## src/rtl/mimo_pkg.sv

```systemverilog
// Shared constants and state encoding for the MIMO detector front-end sequencer.
package mimo_pkg;
    localparam int WL      = 15;
    localparam int H_BEATS = 8;
    localparam int Y_BEATS = 2;
    localparam int SYM_W   = 16;

    localparam logic [2:0] H_LAST = 3'(H_BEATS - 1);
    localparam logic [2:0] Y_LAST = 3'(Y_BEATS - 1);

    typedef enum logic [1:0] {
        IDLE,
        LOAD_H,
        LOAD_Y,
        ISSUE
    } state_t;
endpackage

```

## src/rtl/mimo_latency_tracker.sv

```systemverilog
// Delay line that follows detector loads through the fixed detector latency.
module mimo_latency_tracker #(
    parameter int DET_LAT = 12
) (
    input  logic clk,
    input  logic rst,
    input  logic load_i,
    output logic capture_o
);
    logic [DET_LAT-1:0] pipe;

    // One flop per cycle of latency, so up to DET_LAT loads can be in flight.
    for (genvar gi = 0; gi < DET_LAT; gi++) begin : g_stage
        if (gi == 0) begin : g_head
            always_ff @(posedge clk or posedge rst) begin
                if (rst) pipe[gi] <= 1'b0;
                else     pipe[gi] <= load_i;
            end
        end else begin : g_body
            always_ff @(posedge clk or posedge rst) begin
                if (rst) pipe[gi] <= 1'b0;
                else     pipe[gi] <= pipe[gi-1];
            end
        end
    end

    assign capture_o = pipe[DET_LAT-1];
endmodule

```

## src/rtl/mimo_frame_sequencer.sv

```systemverilog
// Frames the sample stream into H/Y staging-buffer writes, issues detector loads
// and re-times detector results with a valid strobe.
module mimo_frame_sequencer
    import mimo_pkg::*;
#(
    parameter int WL      = mimo_pkg::WL,
    parameter int DET_LAT = 12,
    parameter int CNT_W   = 16
) (
    input  logic              clk,
    input  logic              rst,
    input  logic              in_valid_i,
    output logic              in_ready_o,
    input  logic [4*WL-1:0]   in_data_i,
    input  logic              in_sof_i,
    input  logic              in_hold_h_i,
    output logic              buf_we_o,
    output logic              buf_sel_o,
    output logic [2:0]        buf_idx_o,
    output logic [4*WL-1:0]   buf_wdata_o,
    output logic              det_load_o,
    input  logic [SYM_W-1:0]  det_x_i,
    output logic [SYM_W-1:0]  x_o,
    output logic              x_valid_o,
    output logic              err_o,
    output logic [CNT_W-1:0]  frames_o
);
    state_t             state;
    logic [2:0]         idx;
    logic               h_valid;
    logic               ready_reg;
    logic               err_reg;
    logic               load_reg;
    logic               x_valid_reg;
    logic [SYM_W-1:0]   x_reg;
    logic [CNT_W-1:0]   frames_reg;
    logic               capture;

    logic accept, mid_frame, start_h, start_y, drop, last_y, we;

    assign accept    = in_valid_i & ready_reg;
    assign mid_frame = (state == LOAD_H) || (state == LOAD_Y);
    assign start_h   = accept & in_sof_i & ~in_hold_h_i;
    assign start_y   = accept & in_sof_i & in_hold_h_i & h_valid;
    // A hold frame with no stored H, or a stray continuation beat, is discarded.
    assign drop      = accept & ((in_sof_i & in_hold_h_i & ~h_valid) |
                                 (~in_sof_i & (state == IDLE)));
    assign last_y    = accept & ~in_sof_i & (state == LOAD_Y) & (idx == Y_LAST);
    assign we        = accept & ~drop;

    always_comb begin
        buf_sel_o = 1'b0;
        buf_idx_o = 3'd0;
        if (we) begin
            if (in_sof_i) begin
                buf_sel_o = in_hold_h_i;
                buf_idx_o = 3'd0;
            end else begin
                buf_sel_o = (state == LOAD_Y);
                buf_idx_o = idx;
            end
        end
    end

    always_ff @(posedge clk or posedge rst) begin
        if (rst) begin
            state       <= IDLE;
            idx         <= 3'd0;
            h_valid     <= 1'b0;
            ready_reg   <= 1'b0;
            err_reg     <= 1'b0;
            load_reg    <= 1'b0;
            x_valid_reg <= 1'b0;
            x_reg       <= '0;
            frames_reg  <= '0;
        end else begin
            err_reg     <= drop | (accept & in_sof_i & mid_frame);
            load_reg    <= last_y;
            ready_reg   <= ~last_y;
            x_valid_reg <= capture;
            if (capture) x_reg <= det_x_i;

            // Any accepted sof restarts framing, even in the middle of a frame.
            if (start_h) begin
                state   <= LOAD_H;
                idx     <= 3'd1;
                h_valid <= 1'b0;
            end else if (start_y) begin
                state <= LOAD_Y;
                idx   <= 3'd1;
            end else if (accept & in_sof_i) begin
                state <= IDLE;
                idx   <= 3'd0;
            end else begin
                case (state)
                    LOAD_H: if (accept) begin
                        if (idx == H_LAST) begin
                            h_valid <= 1'b1;
                            state   <= LOAD_Y;
                            idx     <= 3'd0;
                        end else begin
                            idx <= idx + 3'd1;
                        end
                    end
                    LOAD_Y: if (accept) begin
                        if (idx == Y_LAST) begin
                            state <= ISSUE;
                            idx   <= 3'd0;
                        end else begin
                            idx <= idx + 3'd1;
                        end
                    end
                    ISSUE: begin
                        frames_reg <= frames_reg + CNT_W'(1);
                        state      <= IDLE;
                    end
                    default: ;
                endcase
            end
        end
    end

    mimo_latency_tracker #(
        .DET_LAT (DET_LAT)
    ) u_tracker (
        .clk       (clk),
        .rst       (rst),
        .load_i    (load_reg),
        .capture_o (capture)
    );

    assign in_ready_o  = ready_reg;
    assign buf_we_o    = we;
    assign buf_wdata_o = in_data_i;
    assign det_load_o  = load_reg;
    assign x_o         = x_reg;
    assign x_valid_o   = x_valid_reg;
    assign err_o       = err_reg;
    assign frames_o    = frames_reg;
endmodule

```

## config.mk

```make
export PLATFORM = sky130hd
export DESIGN_NAME = mimo_frame_sequencer
export DESIGN_NICKNAME = d
export VERILOG_FILES = /design/src/rtl/mimo_pkg.sv /design/src/rtl/mimo_latency_tracker.sv /design/src/rtl/mimo_frame_sequencer.sv
export SDC_FILE = /design/constraint.sdc
export NUM_CORES = 1
export LEC_CHECK = 0
export ABC_AREA = 1
export BUFFER_PORTS_ARGS = -buffer_cell sky130_fd_sc_hd__buf_2
export CAP_MARGIN = 15
export CORE_MARGIN = 3
export CORE_UTILIZATION = 40
export DETAILED_ROUTE_END_ITERATION = 7
export HOLD_SLACK_MARGIN = 0.1
export PLACE_DENSITY = 0.77
export RECOVER_POWER = 50
export SLEW_MARGIN = 20
export SYNTH_ARGS = -nofsm -noshare
export SYNTH_HDL_FRONTEND = slang
export SYNTH_SLANG_ARGS = --single-unit
```

## constraint.sdc

```tcl
create_clock -name clk -period 3.9 [get_ports clk]
set_clock_uncertainty 0.05 [all_clocks]
set_input_delay 0.78 -clock clk [delete_from_list [all_inputs] [get_ports clk]]
set_output_delay 0.78 -clock clk [all_outputs]
set_load 0.02 [all_outputs]
```

==> results of run 1 <==
==> worst max-delay path, stage by stage <==
cell and delay, ps:
clkbuf_1 170, inv_2 90, nand2_1 60, o21ai_0 110, nor2_2 150, inv_1 70
a21oi_1 110, buf_2 180
==> state kept, by name, indices dropped and copies added (netlist names), 2 cells and up <==
name and flops:
idx 3, x_o 16, u_tracker.pipe 11, state 2, frames_o 16
==> worst max path at each step <==
| stage | start | endpoint | slack [ps] | cells after the start |
|---|---|---|---|---|
| floorplan | in_sof_i | buf_sel_o | 1450 | 5 |
| global placement | in_sof_i | buf_sel_o | 1470 | 8 |
| detailed placement | in_sof_i | buf_sel_o | 1450 | 8 |
| CTS | state[0]$_DFFE_PP0P_ | buf_sel_o | 1420 | 8 |
| global route | state[0]$_DFFE_PP0P_ | buf_sel_o | 1170 | 8 |
| finish | in_sof_i | buf_sel_o | 1350 | 8 |
==> layer usage <==
layer  vias up  wire, um  GRT usage (%)
li1        931         -              -
met1       907      2176          14.62
met2        74      2220          20.72
met3        22       422          3.894
met4         0        84          4.146
met5         -         0              0
==> power groups by stage <==
| stage | combinational [mW] | sequential, mW | clock (mW) |
|---|---|---|---|
| finish | 0.651 | 0.805 | 0.292 |
| global route | 0.726 | 0.830 | 0.331 |
| CTS | 0.672 | 0.807 | 0.305 |
| detailed placement | 0.671 | 0.818 | 0 |
| global placement | 0.657 | 0.809 | 0 |
| floorplan | 0.432 | 0.933 | 0 |
==> cell usage in the layout, fill, tap and decap left out, types with 8 or more instances in the layout <==
| cell type | count |
|---|---|
| buf_2 | 59 |
| mux2_2 | 16 |
| nand3_1 | 9 |
| ha_1 | 8 |
| inv_1 | 27 |
| nand2_1 | 66 |
| nor2_1 | 21 |
| dfrtp_1 | 54 |
| o21ai_0 | 12 |
==> logic make-up after synthesis <==
| logic type | Yosys count | share of synthesized area, % |
|---|---|---|
| xor+xnor | 5 | 1.505 |
| buf+inv | 94 | 19.96 |
| flops | 54 | 46.45 |
| mux | 16 | 6.193 |
| fa+ha+maj | 8 | 3.441 |
| compound gates | 18 | 3.570 |
| simple gates | 116 | 18.88 |
==> layout make-up <==
class | count | area (um^2) | area share, %
repair buffers | 61 | 302.8 | 10.43
flip-flops and latches | 54 | 1351 | 46.53
clock inverters | 1 | 7.507 | 0.2585
well taps | 96 | 120.1 | 4.136
clock buffers | 6 | 72.57 | 2.499
multi-input cells | 163 | 928.4 | 31.97
inverters | 32 | 121.4 | 4.179
==> reports/results.tsv, run 1 <==
metric	value	unit
status	finished with violations	
violations	capacitance limit, slew limit	
place_ws	1452	ps
routed_via_density	4.683	
p_leak	1.550	nW
drt-pass1-iter-count	5	
p_int	1.075	mW
dpl.hpwl	3.766	mm
drive_gt1_share	30.60	%
yosys-top-cells-area	dfrtp_1, buf_4, nand2_1	
antenna_found_initial	0	
yosysTopAreaCell	dfrtp_1	
cap_violations	1	
powerDensity	602.1	nW/um^2
ys_seq_area_share	46.45	%
io_buffers	61	
reg2reg_depth	7	
finalSetupTns	0	ps
syn-num-nets	400	
post_cts_buffers	0	
core_area	6907	um^2
clock_sinks	54	
finalSetupViolCount	0	
hp-start	u_tracker.pipe[7]$_DFF_PP0_	
clock_path_buffers	2	
fill_cells	711	
hp-class	flop to flop	
flow.area_growth_from_synthesis	-0.1719	%
power_switching	0.6734	mW
cp.arrival	1720	ps
switching_share	38.52	%
p_seq_share	46.1	%
hold_violations	0	
final.setup.worst_slack	1350	ps
cts_tree	yes	
dieHeight	91.28	um
syn_avg_cell_area	9.354	um^2
endpoint_kind	output port	
drt-initial-drc-count	65	
power	1.748	mW
antenna_cells	0	
p_clk_share	16.7	%
r2r_start	in_ready_o$_DFF_PP0_	
synth-edff-count	0	
utilization	42.05	%
fmax	392.2	MHz
tightest_slew	2307	ps
hold_depth	0	
final_nets	406	
synthCells	311	
postLayoutCellArea	2904	um^2
rr_endpoint	frames_o[9]$_DFFE_PP0P_	
vias	1934	
synth_area	2909	um^2
ys_types	28	
dieArea	8332	um^2
grt_pass1_wl	8.583	mm
period_share	65.38	%
hold_end	u_tracker.pipe[8]$_DFF_PP0_	
reg2reg_slack	2130	ps
cts_inserted_buffers	5	
start_util	42.12	%
first_global_vias	1939	
routedWlPerCell	11.87	um
rows	30	
root_buffer	clkbuf_8	
path_clk_slew	80	ps
cp_data_required_time	3070	ps
drtAntennaViolNets	0	
dieWidth	91.28	um
synth_ff_type	dfrtp_1	
relSlewSlack	-54.62	%
synth_top_cell_area_share	46.45	%
drv_slew	55	
synth_most_common_cell	nand2_1	
start_kind	primary input	
place_inst	406	
rsz0062_at_grt	false	
period_minus_slack	2550	ps
routed_wl	4.903	mm
clk-insertion-delay-late	300	ps
cts-htree-levels	2	
path_class	primary input to output port	
dpl_cell_area	2874	um^2
ctsResizeCount	0	
final_cells	413	
overflow	0	
synth_commonest_cells	nand2_1, buf_4, dfrtp_1	
ir_drop	0.2466	mV
ys_warn_count	0	
grt_max_degree	55	
hold_buffers	0	
synthArstFlopShare	100.0	%
ys_seq_elements	54	
drc_errors	0	
holdWs	303.4	ps
ioPinCount	182	
track_usage	12.23	%
worst-path-max-fanout	5	
comb_power_share	37.2	%
gp_congestion	0.8763	
Note: power is estimated with default switching activity, not from simulation.
==> run 2, diff against run 1 <==
--- a/config.mk
+++ b/config.mk
@@ -9,10 +9,10 @@
 export BUFFER_PORTS_ARGS = -buffer_cell sky130_fd_sc_hd__buf_2
 export CAP_MARGIN = 15
 export CORE_MARGIN = 3
-export CORE_UTILIZATION = 40
+export CORE_UTILIZATION = 39
 export DETAILED_ROUTE_END_ITERATION = 7
 export HOLD_SLACK_MARGIN = 0.1
-export PLACE_DENSITY = 0.77
+export PLACE_DENSITY = 0.78
 export RECOVER_POWER = 50
 export SLEW_MARGIN = 20
 export SYNTH_ARGS = -nofsm -noshare
==> constraint.sdc (replaced) <==
create_clock -name clk -period 2.1 [get_ports clk]
set_clock_uncertainty 0.05 [all_clocks]
set_input_delay 0.42 -clock clk [delete_from_list [all_inputs] [get_ports clk]]
set_output_delay 0.42 -clock clk [all_outputs]
set_load 0.02 [all_outputs]
==> run 2 against run 1 <==
  * The run now ends clean
  * Critical path depth is the same
  * Non-clock buffer count up 4
  * Die area increased by 2.4%
  * Critical path type is now flop to output port
  * Critical endpoint is now buf_idx_o[0]
  * Largest cell class unchanged
==> reports/results.tsv, run 2 (synthesis gave the netlist of run 1 again) <==
metric	value	unit
layout_commonest_cell	nand2_1	
cp_data_required_time	1630	ps
rows	30	
track_usage	12.09	%
p_int	2.057	mW
finalSetupViolCount	0	
finalSetupTns	0	ps
start_kind	flop	
clock_path_buffers	2	
gp_congestion	0.8621	
switching_share	39.44	%
cts_inserted_buffers	5	
final_cell_mix	nand2_1, buf_2, dfrtp_1	
p_seq_share	44.0	%
ir_drop	0.4289	mV
routedWlPerCell	12.56	um
reg2reg_slack	540	ps
fmax	485.6	MHz
period_minus_slack	2059	ps
power_switching	1.340	mW
routed_via_density	4.778	
powerDensity	1112	nW/um^2
clock_sinks	54	
r2r_start	state[1]$_DFFE_PP0P_	
path_clk_slew	100	ps
critPathCapture	buf_idx_o[0]	
io_buffers	61	
p_clk_share	16.5	%
postLayoutCellArea	3054	um^2
dieArea	8531	um^2
relSlewSlack	34.14	%
path_class	flop to output port	
vias	1997	
grt_max_degree	29	
fill_cells	681	
cap_violations	0	
routed_wl	5.252	mm
endpoint_kind	output port	
overflow	0	
cts_tree	yes	
drc_errors	0	
hp-class	primary input to asynchronous set/reset pin	
place_ws	246.8	ps
start_util	41.44	%
tightest_slew	986.8	ps
dieHeight	92.37	um
core_area	7019	um^2
root_buffer	clkbuf_8	
drv_slew	0	
rr_endpoint	state[1]$_DFFE_PP0P_	
hold_buffers	0	
antenna_cells	0	
cp.arrival	1590	ps
grt_pass1_wl	8.445	mm
period_share	98.06	%
worst-path-max-fanout	3	
dieWidth	92.37	um
reg2reg_depth	7	
drt-pass1-iter-count	5	
drtAntennaViolNets	0	
antenna_found_initial	0	
hold_violations	0	
comb_power_share	39.5	%
cts-htree-levels	2	
clk-insertion-delay-late	300	ps
final.setup.worst_slack	40.80	ps
status	completed	
worstSetupStartpoint	state[0]$_DFFE_PP0P_	
drt-initial-drc-count	67	
final_nets	410	
dpl.hpwl	3.868	mm
drive_gt1_share	37.27	%
ioPinCount	182	
dpl_cell_area	2894	um^2
first_global_vias	1899	
p_leak	1.618	nW
flow.area_growth_from_synthesis	4.989	%
==> run 2: critical path, stage by stage (launching register included) <==
cell and delay [ps]:
dfrtp_1 380, inv_2 50, ha_2 170, nand2_1 70, o21ai_2 80, nor2_4 180, inv_2 80, nor2_1 110
buf_4 160
==> run 2: cell type report <==
class                      count  area [um^2]  area share, %
clock inverter                 2        13.76         0.4506
inverter                      32        120.1          3.933
timing repair buffer          65        354.1          11.59
clock buffer                   6        72.57          2.376
multi-input combinational    163         1022          33.47
sequential                    54         1351          44.24
tap                           96        120.1          3.933
==> run 2: layer usage <==
layer	track usage, %	routed length (um)	vias up
li1	-	-	932
met1	14.29	2190	938
met5	0	0	-
met4	5.322	141	0
met2	20.00	2386	103
met3	3.981	534	24
==> run 2: metrics by stage <==
step	hold WS [ps]	power, mW	cells	util [%]
after floorplan	281.2	2.535	311	-
after global placement	284.5	2.733	407	41.23
after detailed placement	284.7	2.779	407	41.23
after CTS	136.5	3.373	417	42.76
after global routing	283.5	3.650	418	43.51
final	293.4	3.396	418	43.51
==> run 2: power by group through the flow <==
| stage | Sequential, mW | Combinational [mW] | Clock, mW |
|---|---|---|---|
| finish | 1.49 | 1.34 | 0.561 |
| global route | 1.53 | 1.48 | 0.631 |
| CTS | 1.49 | 1.30 | 0.581 |
| detailed placement | 1.52 | 1.26 | 0 |
| global placement | 1.50 | 1.23 | 0 |
| floorplan | 1.73 | 0.803 | 0 |
==> run 2: how the worst min path moves through the flow <==
stage / start / end / slack (ps) / depth (start not counted)
CTS: rst / u_tracker.pipe[4]$_DFF_PP0_ / 140 / 2
detailed placement: u_tracker.pipe[10]$_DFF_PP0_ / u_tracker.capture_o$_DFF_PP0_ / 280 / 0
global placement: u_tracker.pipe[10]$_DFF_PP0_ / u_tracker.capture_o$_DFF_PP0_ / 280 / 0
finish: rst / idx[1]$_DFFE_PP0P_ / 290 / 2
global route: det_x_i[3] / x_o[3]$_DFFE_PP0P_ / 280 / 2
floorplan: u_tracker.pipe[10]$_DFF_PP0_ / u_tracker.capture_o$_DFF_PP0_ / 280 / 0
==> run 2: repair_timing <==
item | 4_1_cts | 5_1_grt
setup endpoints to repair | 3 | 4
resized for setup | 2 | 19
endpoints found under the hold margin | 0 | 0
buffers inserted | 2 | 1
pin swaps | 0 | 3
==> run 3, diff against run 2 <==
--- a/config.mk
+++ b/config.mk
@@ -5,11 +5,10 @@
 export SDC_FILE = /design/constraint.sdc
 export NUM_CORES = 1
 export LEC_CHECK = 0
-export ABC_AREA = 1
 export BUFFER_PORTS_ARGS = -buffer_cell sky130_fd_sc_hd__buf_2
 export CAP_MARGIN = 15
 export CORE_MARGIN = 3
-export CORE_UTILIZATION = 39
+export CORE_UTILIZATION = 38
 export DETAILED_ROUTE_END_ITERATION = 7
 export HOLD_SLACK_MARGIN = 0.1
 export PLACE_DENSITY = 0.78
@@ -17,4 +16,5 @@
 export SLEW_MARGIN = 20
 export SYNTH_ARGS = -nofsm -noshare
 export SYNTH_HDL_FRONTEND = slang
+export SYNTH_HIERARCHICAL = 1
 export SYNTH_SLANG_ARGS = --single-unit
==> run 3 against run 2 <==
  * Area after synthesis down 6.3%
  * Cell count down 19%
  * Non-clock buffer count down 2
  * Combinational power about the same
  * Register-to-register slack worse by 210 ps
  * Critical path depth down 3
  * Die area down 3.6%
  * Highest routed layer unchanged
==> reports/results.tsv, run 3 <==
metric	value	unit
status	completed	
endpoint_kind	output port	
root_buffer	clkbuf_8	
final_nets	332	
flow.area_growth_from_synthesis	2.662	%
routed_via_density	4.771	
yosys-top-cells-area	dfrtp_1, buf_4, mux2_2	
synthCells	238	
p_leak	1.440	nW
syn_avg_cell_area	11.46	um^2
hold_violations	0	
ys_warn_count	6	
antenna_cells	0	
final_cell_mix	buf_2, dfrtp_1, mux2_2	
synth-edff-count	0	
synth_commonest_cells	buf_4, dfrtp_1, mux2_2	
drv_slew	0	
worstSetupStartpoint	state[0]$_DFFE_PP0P_	
first_global_vias	1661	
place_ws	357.4	ps
ir_drop	0.4289	mV
start_util	39.69	%
powerDensity	1205	nW/um^2
drt-initial-drc-count	42	
clock_sinks	54	
rr_endpoint	state[1]$_DFFE_PP0P_	
io_buffers	61	
relSlewSlack	32.33	%
clock_path_buffers	2	
rsz0062_at_grt	true	
cts-htree-levels	2	
routedWlPerCell	14.59	um
rows	30	
cpMaxStageDelayCell	dfrtp_1	
yosysTopAreaCell	dfrtp_1	
ys_types	36	
r2r_start	idx[0]$_DFFE_PP0P_	
cp.arrival	1540	ps
drc_errors	0	
max_stage_delay	400	ps
hp-class	primary input to flop	
grt_max_degree	43	
cap_violations	0	
drtAntennaViolNets	0	
gp_congestion	0.8157	
track_usage	12.32	%
path_cells	inv_1, ha_1, nor2_2, and3_1, buf_2	
path_clk_slew	100	ps
critPathCapture	buf_idx_o[2]	
cp_data_required_time	1630	ps
core_area	6869	um^2
synth_ff_type	dfrtp_1	
ys_seq_elements	54	
start_kind	flop	
drive_gt1_share	38.52	%
grt_pass1_wl	8.259	mm
reg2reg_slack	330	ps
fill_cells	659	
routed_wl	4.959	mm
path_class	flop to output port	
antenna_found_initial	0	
place_inst	331	
dieWidth	90.71	um
vias	1622	
finalSetupViolCount	0	
syn-num-nets	327	
synth_most_common_cell	buf_4	
period_minus_slack	2012	ps
holdWs	292.9	ps
reg2reg_depth	5	
final_cells	340	
ys_seq_area_share	49.56	%
final.setup.worst_slack	87.76	ps
synth_area	2726	um^2
dieHeight	90.71	um
worst-path-max-fanout	5	
fmax	497.0	MHz
layout_commonest_cell	buf_2	
cts_tree	yes	
tightest_slew	1015	ps
overflow	0	
dieArea	8227	um^2
dpl.hpwl	3.836	mm
period_share	95.82	%
synth_top_cell_area_share	49.56	%
cts_inserted_buffers	5	
ioPinCount	182	
clk-insertion-delay-late	300	ps
synthArstFlopShare	100.0	%
drt-pass1-iter-count	4	
[run 3: layout make-up]
| class | count | area [um^2] | area share [%] |
|---|---|---|---|
| clock buffers | 5 | 68.82 | 2.459 |
| clock inverters | 3 | 28.78 | 1.028 |
| inverters | 8 | 30.03 | 1.073 |
| multi-input cells | 111 | 880.8 | 31.47 |
| flip-flops and latches | 54 | 1351 | 48.28 |
| well taps | 96 | 120.1 | 4.291 |
| repair buffers | 63 | 319.1 | 11.40 |
[run 3: critical path, delay by kind of cell, from the launching register on]
kind / cells / cell delay (ps)
and+or+nand+nor: 2 / 370
buffers and inverters: 2 / 240
adders and majority gates: 1 / 230
DFF: 1 / 400
[run 3: per-stage QoR]
stage	total power [mW]	instance area, um^2	util (%)	TNS (ps)
after floorplan	2.572	2726	-	0
after global placement	2.743	2685	39.09	0
after detailed placement	2.801	2685	39.09	0
after CTS	3.417	2793	40.66	0
after global routing	3.627	2799	40.75	-119.9
final	3.374	2799	40.75	0
[run 3: cells by family after synthesis]
logic type | share of synthesized area (%)
adder cells (fa/ha/maj) | 3.672
flip-flops | 49.56
multiplexers | 7.021
AND/OR/NAND/NOR | 10.83
buffers and inverters | 18.49
XOR/XNOR | 4.819
AO/OA/AOI/OAI | 5.599
[run 3: power by group]
group | switching (mW) | total [mW] | internal, mW
registers | 0.189 | 1.47 | 1.28
logic | 0.753 | 1.31 | 0.560
clock network | 0.346 | 0.594 | 0.247
[run 3: worst min-delay path by stage]
stage	cells past startpoint	to	start
after floorplan	1	u_tracker/capture_o$_DFF_PP0_	rst
after global placement	0	u_tracker/capture_o$_DFF_PP0_	u_tracker/pipe[10]$_DFF_PP0_
after detailed placement	0	u_tracker/capture_o$_DFF_PP0_	u_tracker/pipe[10]$_DFF_PP0_
after CTS	2	x_o[3]$_DFFE_PP0P_	det_x_i[3]
after global routing	2	x_o[3]$_DFFE_PP0P_	det_x_i[3]
final	2	x_o[3]$_DFFE_PP0P_	det_x_i[3]
[run 3: metal layers]
metal  vias to the layer above  wire length, um  global-route usage, %
li1                        751                -                      -
met5                         -                0                      0
met3                        18              500                  4.917
met4                         0               75                  5.612
met2                        82             2441                  20.20
met1                       771             1942                  14.09
[run 3: timing repair]
item | 4_1_cts | 5_1_grt
hold buffers | 1 | 0
buffers inserted | 0 | 0
resized for setup | 0 | 3
endpoints found under the hold margin | 12 | 0
endpoints found under the setup margin | 0 | 5
